===== src/rtl/cb_io_filter_bank.sv =====
// Multi-channel IO debounce bank: polarity invert, 2-FF sync, prescaled debounce,
// sticky edge flags and a registered interrupt, all on sys_clk.
module cb_io_filter_bank #(
    parameter int unsigned CH_NUM  = 40,
    parameter int unsigned CNT_W   = 8,
    parameter int unsigned PRESC_W = 16
) (
    input  logic                sys_clk,
    input  logic                rst,
    input  logic [CH_NUM-1:0]   orign_opt_i,
    input  logic [CH_NUM-1:0]   inv_i,
    input  logic [PRESC_W-1:0]  presc_div_i,
    input  logic [CNT_W-1:0]    filter_cnt_i,
    input  logic [CH_NUM-1:0]   rise_en_i,
    input  logic [CH_NUM-1:0]   fall_en_i,
    input  logic [CH_NUM-1:0]   evt_clr_i,
    output logic [CH_NUM-1:0]   filter_opt_o,
    output logic [CH_NUM-1:0]   rise_flag_o,
    output logic [CH_NUM-1:0]   fall_flag_o,
    output logic                irq_o,
    output logic                tick_o
);

    localparam int unsigned CW1 = CNT_W + 1;

    logic [PRESC_W-1:0] r_pcnt;
    logic [CH_NUM-1:0]  r_s1;
    logic [CH_NUM-1:0]  r_s2;
    logic [CH_NUM-1:0]  r_state;
    logic [CH_NUM-1:0]  r_rise;
    logic [CH_NUM-1:0]  r_fall;
    logic               r_irq;

    logic               w_tick;
    logic [CNT_W-1:0]   w_thr;
    logic [CH_NUM-1:0]  w_diff;
    logic [CH_NUM-1:0]  w_commit;
    logic [CH_NUM-1:0]  w_set_rise;
    logic [CH_NUM-1:0]  w_set_fall;

    // ">=" rather than "==" so a lowered presc_div_i ticks at once instead of wrapping
    always_comb begin
        w_tick = ~rst && (r_pcnt >= presc_div_i);
        w_thr  = (filter_cnt_i == '0) ? CNT_W'(1) : filter_cnt_i;
    end

    for (genvar g = 0; g < CH_NUM; g++) begin : g_ch
        logic [CNT_W-1:0] r_cnt;
        logic [CNT_W:0]   w_inc;

        assign w_inc       = {1'b0, r_cnt} + CW1'(1);
        assign w_diff[g]   = r_s2[g] ^ r_state[g];
        assign w_commit[g] = w_tick & w_diff[g] & (w_inc >= {1'b0, w_thr});

        always_ff @(posedge sys_clk) begin
            if (rst) begin
                r_cnt <= '0;
            end else if (w_tick) begin
                if (!w_diff[g] || w_commit[g]) begin
                    r_cnt <= '0;
                end else begin
                    r_cnt <= w_inc[CNT_W-1:0];
                end
            end
        end
    end

    assign w_set_rise = w_commit & r_s2;
    assign w_set_fall = w_commit & ~r_s2;

    always_ff @(posedge sys_clk) begin
        if (rst) begin
            r_pcnt  <= '0;
            r_s1    <= '0;
            r_s2    <= '0;
            r_state <= '0;
            r_rise  <= '0;
            r_fall  <= '0;
            r_irq   <= 1'b0;
        end else begin
            r_s1    <= orign_opt_i ^ inv_i;
            r_s2    <= r_s1;
            r_pcnt  <= w_tick ? '0 : r_pcnt + PRESC_W'(1);
            r_state <= r_state ^ w_commit;
            // a new edge outranks a clear arriving in the same cycle
            r_rise  <= w_set_rise | (r_rise & ~evt_clr_i);
            r_fall  <= w_set_fall | (r_fall & ~evt_clr_i);
            r_irq   <= |((r_rise & rise_en_i) | (r_fall & fall_en_i));
        end
    end

    assign filter_opt_o = r_state;
    assign rise_flag_o  = r_rise;
    assign fall_flag_o  = r_fall;
    assign irq_o        = r_irq;
    assign tick_o       = w_tick;

endmodule


===== config.mk =====
export PLATFORM = sky130hd
export DESIGN_NAME = cb_io_filter_bank
export DESIGN_NICKNAME = d
export VERILOG_FILES = /design/src/rtl/cb_io_filter_bank.sv
export SDC_FILE = /design/constraint.sdc
export NUM_CORES = 1
export LEC_CHECK = 0
export BUFFER_PORTS_ARGS = -buffer_cell sky130_fd_sc_hd__buf_4
export CAP_MARGIN = 10
export CORE_UTILIZATION = 45
export DETAILED_ROUTE_END_ITERATION = 8
export PLACE_DENSITY = 0.64
export SLEW_MARGIN = 40
export SYNTH_ARGS = -nofsm -noshare
export SYNTH_HDL_FRONTEND = slang
export SYNTH_SLANG_ARGS = --single-unit
export TNS_END_PERCENT = 20

===== constraint.sdc =====
create_clock -name sys_clk -period 6.5 [get_ports sys_clk]
set_clock_uncertainty 0.05 [all_clocks]
set_input_delay 0.975 -clock sys_clk [delete_from_list [all_inputs] [get_ports sys_clk]]
set_output_delay 0.975 -clock sys_clk [all_outputs]
set_load 0.01 [all_outputs]

# == After elaboration in Yosys (flattened, before gate mapping) ==
# Index checks and enable logic that the tools add are counted.
# classes
shift,0
bitwise_logic,134
add_sub_neg,41
muxes,41
n_eq_ne,0
n_lt_le_gt_ge,41
multipliers,0
n_reduce_logical,84
n_div,0
# op_table
operator,n
8-bit by 1-bit adder with 9-bit output (second input constant),40
9-bit by 8-bit >= comparator with 1-bit output,40
8-bit 2-to-1 mux,41
40-bit AND,6
40-bit bitwise OR,3
1-bit AND,80
40-bit NOT,2
40-bit XOR,2
1-bit logical NOT,40
1-bit logical OR,40
40-bit OR reduction,1
1-bit XOR,40
16-bit by 1-bit adder with 16-bit output (second input constant),1
16-bit >= comparator,1
8-bit logical NOT,1
2-bit OR reduction,1
1-bit logical AND,1
1-bit NOT,1
# totals
ramBits,0
elab_cells,388
in_bits,226
latchBits,0
output_inout_bits,122
romBits,0
memories,0
ff_bits,537

# == Longest topological paths before layout ==
# depth
depth_word,6
mapped_depth,15
depth_no_buf,12

# == Worst setup path before layout ==
# OpenSTA, ideal clock, no wires.
# synth_timing
kind,in2reg
startpoint,input filter_cnt_i[4]
endpoint,register r_fall[27] (netlist: fall_flag_o[27])
slack_ns,1.475
arrival_time_ns,4.858
path_stages,13
cell_sequence,buf_2 buf_1 clkbuf_1 nor4_1 a41o_1 ha_1 nand2b_1 a21o_1 maj3_1 a211o_1 a221oi_2 nand2_1 a32o_1
# synth_via
elab_chain_len,6
# synth_rtl
item,line,text
start: declaration,13,"input logic [CNT_W-1:0] filter_cnt_i,"
8-bit logical NOT,44,w_thr = (filter_cnt_i == '0) ? CNT_W'(1) : filter_cnt_i;
8-bit 2-to-1 mux *,44,
9-bit by 8-bit >= comparator with 1-bit output *,53,"assign w_commit[g] = w_tick & w_diff[g] & (w_inc >= {1'b0, w_thr});"
1-bit AND *,53,
40-bit AND *,69,assign w_set_fall = w_commit & ~r_s2;
40-bit bitwise OR *,87,r_fall <= w_set_fall | (r_fall & ~evt_clr_i);
end signal: assignment,87,
end: declaration,31,logic [CH_NUM-1:0] r_fall;
# Every way passes the cells marked *; elsewhere a longest branch is shown, timed or not.
# A chain may end at the register's enable or synchronous reset.

# == Worst setup path in the final report ==
# layout_timing
startpoint,input presc_div_i[9]
endpoint,output tick_o
# layout_via
elab_chain_len,2
# layout_rtl
item,line,text
start: declaration,12,"input logic [PRESC_W-1:0] presc_div_i,"
16-bit >= comparator,43,w_tick = ~rst && (r_pcnt >= presc_div_i);
1-bit logical AND,43,
end: declaration,21,output logic tick_o
# No other way between the ends.

==> qor.txt <==
DIE HEIGHT - 278 um
Slew @ Worst Pin - 928 ps
Worst min path class - reg -> reg
Final hold violations - 0
Yosys reg bits - 537
Final min period - 4330 ps
DPL Wire Length - 76200 um
Clk Tree Root Cell - clkbuf_16
# setup viols final - 0
Post-Syn Area - 34200 sq um
Unrepaired setup endpoints after global routing - false
CTS tree - built
All-Layer GR Usage - 27.4%
Vias in the first global route - 29167
Final setup margin - 2170 ps
Setup TNS Final - 0 ps
Async SR Flop Fraction - 0%
Peak VDD IR - 0.214 mV
Clock Tree Buf Depth - 3
Number of synthesized flops with an enable pin - 0
Largest net degree at the start of global routing - 152
First-pass GRT wire length - 169000 um
Library cells used by synthesis - 99
Fin crit share - 66.7%
Cells after Synth - 4145
Yosys Warn Count - 0
Avg Inst Size Synth - 8.26 sq um
Drt drc - 0
DR WL/cell - 20.1 um
Finished Layout Cells - 5430
CTS Sinks - 537
Fill count - 7055
Power density over the cells - 184 nW/um^2
Sequential fraction of the synthesis area - 31.4%
Area after DPL - 37800 sq um
Top_reg_cell synth - dfxtp_1
Initial Utilization - 45.7%
CTS Hold Bufs - 0
Antenna viol nets, final - 0
CTS Buf Count - 60
Commonest cells after routing, fill and taps aside - dfxtp_1, nand2_1, buf_4, nand3_1, ha_1
Overflow after GRT - 0
Post-CTS resize count - 0
Die X - 278 um
Max Cap Violations - 0
Initial antenna violation count - 5
# Post-CTS Setup Buffers - 0
Design area - 39800 sq um
Placer Congestion - 0.883
Pre-antenna DRT Iters - 6
Layout Nets - 4902
CP arrival - 3310 ps
Fmax - 231 MHz
Place WS - 1450 ps
Clock latency on the worst-skew pair - 650 ps
Routed vias/inst - 5.95
Via Count - 32299
Die area - 77100 sq um
Worst Path Max Fanout - 22
Synthesized Nets - 4631
Wirelength, routed - 109000 um
# IOs - 348
Clock slew at reported path FFs - 60 ps
Drt initial violations - 2641
IO buf count - 347
Share of cells above drive strength 1 - 13.5%
Placed insts - 5323
H-tree depth - 2
Worst endpoint required time - 5470 ps
Rows - 100
CP endpoint kind - primary output
Outcome - completed
Crit start category - input port
Commonest non-fill, non-tap cell in the layout - dfxtp_1
Area Growth Syn to Fin - 16.4%
Crit path kind - in -> out
Worst slew margin - 38.1%
Core footprint - 74800 sq um
LEAKAGE - 15.8 nW
Final Max Slew Viols - 0
Hold WS - 385 ps
[path summary, 6_finish.rpt]
path / startpoint / to / slack, ps / cells after the start
worst min register to register: r_s1[15]$_SDFF_PP0_ / r_s2[15]$_SDFF_PP0_ / 380 / 1
worst max-delay path: presc_div_i[9] / tick_o / 2170 / 11
worst min-delay path: r_s1[15]$_SDFF_PP0_ / r_s2[15]$_SDFF_PP0_ / 380 / 1
worst max register to register: r_pcnt[13]$_SDFF_PP0_ / fall_flag_o[10]$_SDFF_PP0_ / 2840 / 11
[Yosys cell counts (74+ instances only)]
cell	count	share of area [%]
a21oi_1	259	3.8
and3_1	74	1.4
clkbuf_1	106	1.2
dfxtp_1	537	31
ha_1	260	9.5
inv_1	133	1.5
nand2_1	438	4.8
nand2b_1	117	2.1
nand3_1	313	4.6
nor2_1	240	2.6
nor2b_1	137	2.5
o21ai_0	168	2.5
xnor2_1	179	4.6
[kinds of logic after synthesis]
logic type | Yosys count | share of synthesized area, %
simple gates | 1587 | 23.3
mux | 46 | 1.38
xor+xnor | 247 | 6.41
buf+inv | 324 | 3.87
compound gates | 1125 | 23.6
fa+ha+maj | 279 | 10.1
flops | 537 | 31.4
[flip-flops by register name, summed over array words and instances, names as in the netlist]
| name | flops |
|---|---|
| fall_flag_o | 40 |
| filter_opt_o | 40 |
| g_ch.r_cnt | 320 |
| irq_o | 1 |
| r_pcnt | 16 |
| r_s1 | 40 |
| r_s2 | 40 |
| rise_flag_o | 40 |
[stage by stage]
stage	util (%)	power [mW]
floorplan	-	3.72
global placement	50.3	3.98
detailed placement	50.5	3.99
CTS	53.1	7.40
global route	53.2	7.59
finish	53.3	7.35
[metal layers]
layer  GRT usage, %  part of all wire, %
met5              0                0.024
met4           8.56                  3.1
met3           3.69                  6.7
met2           44.1                   44
met1           37.8                   46
[where the power goes]
part,internal [mW],switching (mW)
combinational,0.239,0.341
sequential,3.33,0.0182
clock,1.99,1.44
total,5.55,1.80
[cell type report]
class / instances / area (sq um) / area share, %
clock buffer: 90 / 1820 / 4.56
timing repair buffer: 396 / 3030 / 7.61
multi-input combinational: 3284 / 22400 / 56.1
inverter: 137 / 519 / 1.30
antenna: 1 / 2.50 / 0.00628
clock inverter: 16 / 145 / 0.364
tap: 969 / 1210 / 3.04
sequential: 537 / 10800 / 27.0
[critical path: stages]
cell,delay (ps)
buf_4,80
inv_1,30
ha_1,290
and4_1,250
nor2b_1,140
a211oi_1,420
o21ai_2,100
buf_4,270
o21ai_4,200
inv_2,260
buf_4,260
No activity file was read; power rests on OpenSTA's default activity.
